## src/rtl/dadda_pkg.sv

```systemverilog
// Shared types and helpers for the Dadda multiplier datapath.
// Consumed by the product accumulator and its neighbours.
package dadda_pkg;

   localparam int PROD_W_DEF = 17;

   typedef enum logic [1:0] {
      IDLE  = 2'd0,
      ACCUM = 2'd1,
      HOLD  = 2'd2
   } state_t;

   // Increment that sticks at vmax instead of wrapping.
   function automatic logic [31:0] sat_inc(
      input logic [31:0] v,
      input logic [31:0] vmax
   );
      return (v >= vmax) ? vmax : v + 32'd1;
   endfunction

endpackage

```

## src/rtl/dadda_mac_accum.sv

```systemverilog
// Frame accumulator for the Dadda multiplier product stream.
// Sums beats per frame and presents one held result per frame.
module dadda_mac_accum
   import dadda_pkg::*;
#(
   parameter int PROD_W = PROD_W_DEF,
   parameter int ACC_W  = 24,
   parameter int CNT_W  = 8
) (
   input  logic              clk,
   input  logic              rst_n,
   input  logic              in_valid,
   output logic              in_ready,
   input  logic [PROD_W-1:0] in_prod,
   input  logic              in_last,
   output logic              out_valid,
   input  logic              out_ready,
   output logic [ACC_W-1:0]  out_acc,
   output logic [CNT_W-1:0]  out_count,
   output logic              out_ovf
);

   localparam logic [31:0] CNT_MAX =
      32'((64'd1 << CNT_W) - 64'd1);

   state_t           state;
   state_t           state_nx;
   logic [ACC_W-1:0] acc;
   logic [CNT_W-1:0] count;
   logic             ovf;

   logic             take;
   logic [ACC_W:0]   sum;
   logic             carry;
   logic [CNT_W-1:0] count_inc;

   assign take = in_valid && in_ready;

   // One ACC_W+1 bit add; the top bit is the carry out.
   assign sum = {1'b0, acc}
              + {{(ACC_W + 1 - PROD_W){1'b0}}, in_prod};
   assign carry = sum[ACC_W];

   assign count_inc =
      CNT_W'(sat_inc(32'(count), CNT_MAX));

   always_ff @(posedge clk or negedge rst_n) begin
      if (!rst_n) begin
         state <= IDLE;
      end else begin
         state <= state_nx;
      end
   end

   always_comb begin
      state_nx = state;
      unique case (state)
         IDLE, ACCUM: begin
            if (take) begin
               state_nx = in_last ? HOLD : ACCUM;
            end
         end
         HOLD: begin
            if (out_ready) begin
               state_nx = IDLE;
            end
         end
         default: state_nx = IDLE;
      endcase
   end

   // Handshake outputs decode the registered state only.
   always_comb begin
      in_ready  = 1'b1;
      out_valid = 1'b0;
      unique case (state)
         HOLD: begin
            in_ready  = 1'b0;
            out_valid = 1'b1;
         end
         default: begin
            in_ready  = 1'b1;
            out_valid = 1'b0;
         end
      endcase
   end

   always_ff @(posedge clk or negedge rst_n) begin
      if (!rst_n) begin
         acc       <= '0;
         count     <= '0;
         ovf       <= 1'b0;
         out_acc   <= '0;
         out_count <= '0;
         out_ovf   <= 1'b0;
      end else if (take) begin
         if (in_last) begin
            out_acc   <= sum[ACC_W-1:0];
            out_count <= count_inc;
            out_ovf   <= ovf | carry;
            acc       <= '0;
            count     <= '0;
            ovf       <= 1'b0;
         end else begin
            acc   <= sum[ACC_W-1:0];
            count <= count_inc;
            ovf   <= ovf | carry;
         end
      end
   end

endmodule

```

## config.mk

```make
export PLATFORM = sky130hd
export DESIGN_NAME = dadda_mac_accum
export DESIGN_NICKNAME = d
export VERILOG_FILES = /design/src/rtl/dadda_pkg.sv /design/src/rtl/dadda_mac_accum.sv
export SDC_FILE = /design/constraint.sdc
export NUM_CORES = 1
export LEC_CHECK = 0
export ABC_AREA = 0
export CORE_MARGIN = 3
export CORE_UTILIZATION = 54
export DETAILED_ROUTE_END_ITERATION = 16
export PLACE_DENSITY = 0.8
export RECOVER_POWER = 50
export SYNTH_ARGS = -nofsm -noshare
export SYNTH_HDL_FRONTEND = slang
export SYNTH_SLANG_ARGS = --single-unit
```

## constraint.sdc

```tcl
create_clock -name clk -period 3.5 [get_ports clk]
set_clock_uncertainty 0.2 [all_clocks]
set_input_delay 0.7 -clock clk [delete_from_list [all_inputs] [get_ports clk]]
set_output_delay 0.7 -clock clk [all_outputs]
set_load 0.05 [all_outputs]
```

Word level (Yosys, flattened, before mapping)
Index checks and enable logic that the tools add are counted.
{ "totals": {"output_inout_bits": 35, "reg_bits": 68, "wordCells": 30, "in_bits": 22} }
{ "classes": {"bitwise_logic": 1, "n_reduce_logical": 5, "mux": 10, "addsub": 2, "order_cmp": 1, "eq_ne": 4} }
{ "ops": {"columns": ["op", "count"], "rows": [
  ["24-bit by 17-bit adder with 25-bit output", 1],
  ["24-bit two-way mux", 1],
  ["8-bit two-way mux", 2],
  ["8-bit by 1-bit adder with 8-bit output (second input constant)", 1],
  ["8-bit >= comparator (second input constant)", 1],
  ["2-bit two-way mux", 3],
  ["2-bit inequality test (second input constant)", 2],
  ["2-bit case mux with 2 select lines", 1],
  ["2-bit AND reduction", 2],
  ["1-bit two-way mux", 3],
  ["2-bit by 1-bit == test with 1-bit output (second input constant)", 1],
  ["2-bit == test (second input constant)", 1],
  ["2-bit zero test", 1],
  ["2-bit OR reduction", 1],
  ["1-bit logical AND", 1],
  ["1-bit OR", 1]
]} }

Longest topological paths before layout
Gate-level depths: netlist (run 1).
{ "logic_depth": {"depth_word": 5, "ltp_mapped": 10, "depth_no_buf": 10} }

Worst setup path before layout (run 1)
OpenSTA, ideal clock, no wires.
{ "synth_path": {"path_type": "in2reg", "from": "in in_prod[0]", "to": "reg out_acc[22]", "path_buffers": 0, "arrival_time_ps": 2593, "slack_ps": 581, "path_stages": 10, "setup_ps": 126, "t_required_ps": 3174, "cell_sequence": "ha_1 -> inv_1 -> fa_1 -> nor2b_1 -> o21ai_1 -> o21ai_2 -> a31oi_1 -> o41ai_4 -> mux2i_1 -> nand3_1"} }
{ "synth_between": {"elab_chain_cells": 1} }
{ "synth_rtl": {"columns": ["item", "line", "source"], "rows": [
  ["start: declaration", "dadda_mac_accum.sv:14", "input logic [PROD_W-1:0] in_prod,"],
  ["24-bit by 17-bit adder with 25-bit output", "dadda_mac_accum.sv:41", "+ {{(ACC_W + 1 - PROD_W){1'b0}}, in_prod};"],
  ["end signal: assignment", "dadda_mac_accum.sv:98", "out_acc <= sum[ACC_W-1:0];"],
  ["end: declaration", "dadda_mac_accum.sv:18", "output logic [ACC_W-1:0] out_acc,"]
]} }
Every way passes these cells.
A chain may end at the register's enable or synchronous reset.

Final worst setup path (run 1)
{ "layout_path": {"from": "in in_prod[0]", "to": "reg acc[22]"} }
{ "layout_between": {"elab_chain_cells": 2} }
{ "layout_rtl": {"columns": ["item", "line", "source"], "rows": [
  ["24-bit by 17-bit adder with 25-bit output", "dadda_mac_accum.sv:41", null],
  ["24-bit two-way mux", "dadda_mac_accum.sv:97", "if (in_last) begin"],
  ["end signal: assignment", "dadda_mac_accum.sv:105", "acc <= sum[ACC_W-1:0];"],
  ["end: declaration", "dadda_mac_accum.sv:28", "logic [ACC_W-1:0] acc;"]
]} }
Every way passes these cells.

==> impl_metrics.tcl, run 1 <==
set metrics [dict create \
    status "complete, but fails checks" \
    failed_checks "max-capacitance violations, max-slew violations" \
    power_density_nw_per_um2 793 \
    cts_hold_buf 0 \
    synthMostInstantiatedCell "sky130_fd_sc_hd__dfrtp_1" \
    fill_cells 517 \
    totalWireLength_um 8610 \
    clock_tree.htree_level_count 3 \
    route.detailed.wl_per_inst_um 15.8 \
    drive_above_1_share_pct 6.87 \
    min_period_over_period_pct 90.2 \
    synth_edf_count 0 \
    reg2reg_depth 8 \
    worst_setup_path_start_kind "input port" \
    synthesized_nets 441 \
    drc 0 \
    yosys_register_bits 68 \
    reg2reg_slack_ps 770 \
    syn_inst 400 \
    synthMuxAreaShare_pct 0.841 \
    worstPathBufferInverterCount 3 \
    ys_async_sr_fraction_pct 100 \
    dr.pass1.iters 4 \
    synth-xor-area-share_pct 5.65 \
    dp.final_hpwl_um 6280 \
    fraction_of_power_consumed_by_combinational_cells_pct 49.3 \
    worstPathRequired_ps 3570 \
    post-place-cells 528 \
    floorplan.rows 29 \
    synth_common_cells "68 x sky130_fd_sc_hd__dfrtp_1, 60 x sky130_fd_sc_hd__nand2_1, 42 x sky130_fd_sc_hd__o21ai_0, 27 x sky130_fd_sc_hd__a21oi_1, 20 x sky130_fd_sc_hd__nor2_1" \
    yosys.area.top_type "sky130_fd_sc_hd__dfrtp_1" \
    critical_path.top_delay_family "compound AO/OA/AOI/OAI gates" \
    clockRootBuffer "sky130_fd_sc_hd__clkbuf_8" \
    power.share.sequential_pct 31.1 \
    vdd_drop_max_v 0.000479 \
    critical_r2r_capture "acc[15]" \
    grt_max_degree 36 \
    data_arrival_time_of_the_critical_path_ps 3230 \
    timing.hold.worst_endpoint "state[0]" \
    viasPerCell 5.88 \
    power_report.internal_total_w 0.00208 \
    flow.area_growth_from_synthesis_pct 23.6 \
    p_leak_nw 2.12 \
    timing.hold.ws_ps 277 \
    io_buffer_count 56 \
    final-hold-violation-count 0 \
    path_clk_slew_ps 70 \
    proportion_of_power_drawn_by_the_clock_network_pct 19.6 \
    nets_final 503 \
    worst_slew_pin_slew_ps 1870 \
    critical_path_peak_fanout 4 \
    max_clock_freq_mhz 317 \
    main_combinational_cell_family_by_area_after_synthesis "compound AO/OA/AOI/OAI gates" \
    post-synth-top-area-fraction_pct 45.7 \
    die-area_um2 7920 \
    worst_r2r_startpoint "acc[8]" \
    cts_buffer_depth 2 \
    rsz_0062_raised_after_global_routing "false" \
    post_synth_instance_area_um2 3720 \
    postcts_setup_bufs 0 \
    synth-warning-count 0 \
    cts.sink_count 68 \
    die_height_um 89.0 \
    postSynthAreaPerCell_um2 9.30 \
    max_cap_violations 3 \
    num_vias 3191 \
    cts_made_buffers 9 \
    period_minus_slack_ps 3160 \
    fin_ws_ps 344 \
    multiInputGateArea_um2 1910 \
    latest_clock_arrival_within_the_worst_skew_pair_ps 340 \
    seqCellArea_um2 1700 \
    grt_first_pass_wirelength_um 14800 \
    floorplan.initialDensity_pct 57.3 \
    io-pin-count 57 \
    number_of_instances_resized_during_post_cts_repair 0 \
    synth-main-ff-cell "sky130_fd_sc_hd__dfrtp_1" \
    synth_sequential_area_ratio_pct 45.7 \
    synth_area_leaders "sky130_fd_sc_hd__dfrtp_1 46%, sky130_fd_sc_hd__ha_1 6.1%, sky130_fd_sc_hd__nand2_1 6.1%, sky130_fd_sc_hd__o21ai_0 5.6%, sky130_fd_sc_hd__xnor2_1 3.8%" \
    cp-end-kind "flip-flop" \
    worst_path_max_delay_cell "sky130_fd_sc_hd__clkdlybuf4s50_1" \
    slew_headroom_pct -24.8 \
    cell_count_final_fillers_out 543 \
    detailedRoute.firstIterationViolations 162 \
    place_congestion 0.968 \
    floorplan.core_area_um2 6490 \
    compound_gate_fraction_of_synth_area_pct 23.1 \
    hp-class "flip-flop to flip-flop" \
    holdPathStages 1 \
    crit_type "input port to flip-flop" \
    ant_nets 0 \
    power.share.switching_pct 42.9 \
    number_of_global_route_vias_before_repair 3317 \
    yosys.area_share.simple_pct 15.2 \
    synth_adder_area_share_pct 6.59 \
    switching_power_w 0.00156 \
    worst_hold_launch "state[1]" \
    timing.final.setup_violations 0 \
    post-place-ws_ps -2.18 \
    globalRouteTotalUtil_pct 23.8 \
    grt_antenna_before_repair 0 \
    synth.distinct_cells 49 \
    worst_path_largest_cell_delay_ps 460 \
    die_x_um 89.0 \
    timing.critical_path.cells "clkdlybuf4s50_1, ha_1, inv_1, fa_1, nor2b_1, o21ai_1, o21ai_2, a31oi_1, o41ai_4, buf_4, a22oi_1, nand2_1" \
    antennaDiodeCount 0 \
    tritoncts_clock_tree "built" \
    grt_remaining_overflow 0 \
    final_max_slew_viol_count 106 \
]
cells by family (layout without fill, tap and decap cells):
group	count (synthesis)	count (layout)
buf+inv	29	95
simple gates	125	125
xor+xnor	24	24
fa+ha+maj	19	19
compound gates	132	132
mux	3	3
flops	68	68
placed cells by master (no fill, tap or decap), types with 3 or more instances in the layout:
cell type / instances
sky130_fd_sc_hd__a21o_1: 10
sky130_fd_sc_hd__xor2_1: 8
sky130_fd_sc_hd__o21ai_0: 42
sky130_fd_sc_hd__a211o_1: 3
sky130_fd_sc_hd__nand4_1: 3
sky130_fd_sc_hd__nand2_1: 60
sky130_fd_sc_hd__xnor2_1: 16
sky130_fd_sc_hd__nor3_1: 5
sky130_fd_sc_hd__nor2b_1: 7
sky130_fd_sc_hd__a22o_1: 6
sky130_fd_sc_hd__dfrtp_1: 68
sky130_fd_sc_hd__or3_1: 3
sky130_fd_sc_hd__ha_1: 18
sky130_fd_sc_hd__inv_1: 10
sky130_fd_sc_hd__a21oi_1: 27
sky130_fd_sc_hd__clkbuf_1: 6
sky130_fd_sc_hd__clkdlybuf4s50_1: 53
sky130_fd_sc_hd__nand3_1: 12
sky130_fd_sc_hd__nor2_1: 20
sky130_fd_sc_hd__a31oi_1: 13
sky130_fd_sc_hd__clkbuf_8: 10
sky130_fd_sc_hd__buf_4: 8
sky130_fd_sc_hd__o31ai_1: 6
sky130_fd_sc_hd__and3_1: 8
flip-flops by register name, summed over array words and instances, names as in the netlist:
| signal | count |
|---|---|
| acc | 24 |
| count | 8 |
| out_acc | 24 |
| out_count | 8 |
| out_ovf | 1 |
| ovf | 1 |
| state | 2 |
per-layer routing:
metal  wire [um]  global-route usage (%)  share of wire (%)
met1        3930                    30.7                 46
met2        4070                    39.5                 47
met3         388                    3.50                4.5
met4         216                    11.6                2.5
met5           0                       0                  0
worst reg2reg max path: stages (launching register included):
cell	delay, ps
sky130_fd_sc_hd__dfrtp_1	390
sky130_fd_sc_hd__ha_1	360
sky130_fd_sc_hd__and3_4	230
sky130_fd_sc_hd__a31o_1	210
sky130_fd_sc_hd__a211o_1	320
sky130_fd_sc_hd__a21bo_1	240
sky130_fd_sc_hd__a311oi_2	290
sky130_fd_sc_hd__xor2_1	230
sky130_fd_sc_hd__o31ai_1	90
cell type report:
cell class                      count  area share (%)
Timing Repair Buffer               69            13.8
Clock inverter                      4            1.61
Sequential cell                    68            37.0
Tap cell                           77            2.09
Inverter                           11           0.898
Multi-Input combinational cell    303            41.5
Clock buffer                       11            3.07
worst max path at each step:
stage | from | to | slack (ps) | depth (start not counted)
after floorplan | in_prod[0] | out_acc[22] | 580 | 10
after global placement | in_prod[0] | out_acc[22] | 80 | 11
after detailed placement | in_prod[0] | out_acc[22] | -2 | 11
after CTS | in_prod[0] | out_acc[22] | 360 | 11
after global routing | in_prod[0] | acc[22] | 140 | 12
final | in_prod[0] | acc[22] | 340 | 12
power by group through the flow:
stage / logic, W / clock network [W] / registers (W)
after floorplan: 0.000865 / 0 / 0.00154
after global placement: 0.00177 / 0 / 0.00114
after detailed placement: 0.00180 / 0 / 0.00115
after CTS: 0.00181 / 0.000721 / 0.00114
after global routing: 0.00196 / 0.000758 / 0.00116
final: 0.00180 / 0.000713 / 0.00113
metrics by stage:
stage	utilization, %	instance area, um^2	total power (W)	setup TNS, ps
finish	70.8	4600	0.00365	0
global route	70.8	4600	0.00388	0
CTS	71.1	4620	0.00367	0
detailed placement	67.8	4400	0.00295	-2.18
global placement	67.8	4400	0.00290	0
floorplan	-	3720	0.00241	0
Power figures use the tool's default switching activity.
==> run 2, diff against run 1 <==
Settings changed: CAP_MARGIN set to 40.
Clock period 3.5 ns to 3.3 ns, I/O delays scaled along.
==> run 2 against run 1 <==
  * The run still ends with max-capacitance violations, max-slew violations left
  * Core utilization is 1.1 points higher
  * Sequential cell count stayed put
  * Clock power is 0.7% lower
  * Worst hold slack worse by 7.1 ps
  * Sequential power is 6% higher
  * Global-route usage is 0.45 points higher
==> impl_metrics.tcl, run 2 (same netlist as run 1, synthesis figures left out) <==
set metrics [dict create \
    timing.hold.ws_ps 270 \
    power_report.internal_total_w 0.00220 \
    floorplan.core_area_um2 6490 \
    cts_buffer_depth 2 \
    floorplan.initialDensity_pct 57.3 \
    io_buffer_count 56 \
    vdd_drop_max_v 0.000487 \
    postcts_setup_bufs 0 \
    fraction_of_power_consumed_by_combinational_cells_pct 51.2 \
    final_max_slew_viol_count 33 \
    min_period_over_period_pct 92.2 \
    proportion_of_power_drawn_by_the_clock_network_pct 18.1 \
    power_density_nw_per_um2 838 \
    die_x_um 89.0 \
    cts_made_buffers 9 \
    die-area_um2 7920 \
    dp.final_hpwl_um 6350 \
    place_congestion 0.908 \
    drive_above_1_share_pct 9.41 \
    grt_antenna_before_repair 0 \
    max_clock_freq_mhz 329 \
    mostFrequentLayoutCells "68 x sky130_fd_sc_hd__dfrtp_1, 60 x sky130_fd_sc_hd__nand2_1, 53 x sky130_fd_sc_hd__clkdlybuf4s50_1, 42 x sky130_fd_sc_hd__o21ai_0, 27 x sky130_fd_sc_hd__a21oi_1" \
    layout_top_registers "acc: 24 flops, out_acc: 24 flops" \
    clockRootBuffer "sky130_fd_sc_hd__clkbuf_8" \
    cts_hold_buf 0 \
    detailedRoute.firstIterationViolations 245 \
    fin_ws_ps 258 \
    failed_checks "max-capacitance violations, max-slew violations" \
    dpl_cell_area_um2 4500 \
    grt_max_degree 38 \
    path_clk_slew_ps 80 \
    nets_final 514 \
    die_height_um 89.0 \
    period_minus_slack_ps 3040 \
    hp-class "flip-flop to flip-flop" \
    post-place-ws_ps -121 \
    globalRouteTotalUtil_pct 24.3 \
    worstPathRequired_ps 3370 \
    cts.sink_count 68 \
    flow.area_growth_from_synthesis_pct 25.5 \
    fill_cells 486 \
    grt_first_pass_wirelength_um 14800 \
    viasPerCell 5.86 \
    finish.utilization_pct 71.9 \
    tritoncts_clock_tree "built" \
    floorplan.rows 29 \
    number_of_instances_resized_during_post_cts_repair 0 \
    io-pin-count 57 \
    final-hold-violation-count 0 \
    worst_setup_path_start_kind "input port" \
    critical_path_peak_fanout 5 \
    dr.pass1.iters 4 \
    power.share.sequential_pct 30.7 \
    route.detailed.wl_per_inst_um 16.0 \
    clock_tree.htree_level_count 3 \
    drc 0 \
    aggregate_negative_setup_slack_ps 0 \
    data_arrival_time_of_the_critical_path_ps 3120 \
    final_common_cell "sky130_fd_sc_hd__dfrtp_1" \
    final_design_area_no_fill_um2 4670 \
    ant_nets 0 \
    timing.final.setup_violations 0 \
    totalWireLength_um 8860 \
    antennaDiodeCount 0 \
    max_cap_violations 1 \
    rsz_0062_raised_after_global_routing "false" \
    num_vias 3250 \
    switching_power_w 0.00171 \
    status "complete, but fails checks" \
    grt_remaining_overflow 0 \
    cp-end-kind "flip-flop" \
    power.share.switching_pct 43.7 \
    p_leak_nw 2.16 \
    number_of_global_route_vias_before_repair 3220 \
    latest_clock_arrival_within_the_worst_skew_pair_ps 350 \
    worst_slew_pin_slew_ps 1740 \
    slew_headroom_pct -16.3 \
    crit_type "input port to flip-flop" \
]
==> run 2: through the flow <==
| stage | total power, W | std cells |
|---|---|---|
| final | 0.00391 | 555 |
| after global routing | 0.00415 | 555 |
| after CTS | 0.00392 | 555 |
| after detailed placement | 0.00321 | 539 |
| after global placement | 0.00316 | 539 |
| after floorplan | 0.00255 | 400 |
==> run 2: worst max-delay path, cell delays in order <==
cell	delay (ps)
sky130_fd_sc_hd__clkdlybuf4s50_1	460
sky130_fd_sc_hd__ha_1	160
sky130_fd_sc_hd__inv_1	60
sky130_fd_sc_hd__fa_1	390
sky130_fd_sc_hd__nor2b_1	140
sky130_fd_sc_hd__o21ai_1	90
sky130_fd_sc_hd__o21ai_2	190
sky130_fd_sc_hd__buf_4	150
sky130_fd_sc_hd__a31o_2	180
sky130_fd_sc_hd__a211oi_2	100
sky130_fd_sc_hd__or3_1	350
sky130_fd_sc_hd__a31oi_1	180
==> run 2: power groups by stage <==
stage	clock [W]	sequential [W]	combinational, W
floorplan	0	0.00163	0.000918
global placement	0	0.00121	0.00195
detailed placement	0	0.00121	0.00200
CTS	0.000712	0.00120	0.00201
global route	0.000754	0.00123	0.00217
finish	0.000708	0.00120	0.00200
==> run 2: area by class of cell <==
| class | instances | area (um^2) | share of cell area (%) |
|---|---|---|---|
| multi-input combinational | 303 | 1910 | 40.9 |
| sequential | 68 | 1700 | 36.5 |
| timing repair buffer | 80 | 717 | 15.4 |
| clock buffer | 10 | 138 | 2.95 |
| tap | 77 | 96.3 | 2.06 |
| clock inverter | 6 | 63.8 | 1.37 |
| inverter | 11 | 41.3 | 0.884 |
==> run 2: final timing paths <==
path | startpoint | endpoint | slack [ps] | cells past startpoint
setup / recovery | in_prod[0] | out_acc[20] | 260 | 12
hold / removal | state[1] | state[0] | 270 | 1
setup reg to reg | acc[0] | out_acc[20] | 640 | 11
hold reg to reg | state[1] | state[0] | 270 | 1
max in group asynchronous | rst_n | acc[5] | 650 | 2
min in group asynchronous | rst_n | out_acc[12] | 560 | 1
==> run 2: metal layers <==
layer	global-route usage [%]	vias to the layer above	part of all wire [%]
met1	31.1	1547	44
met3	3.87	20	5.4
li1	-	1580	-
met2	40.0	103	48
met5	0	-	0
met4	12.3	0	2.4
==> run 3, diff against run 2 <==
Settings changed: SLEW_MARGIN set to 10.
==> results of run 3 <==
Final layout, timing and power as in run 2 (identical DEF).
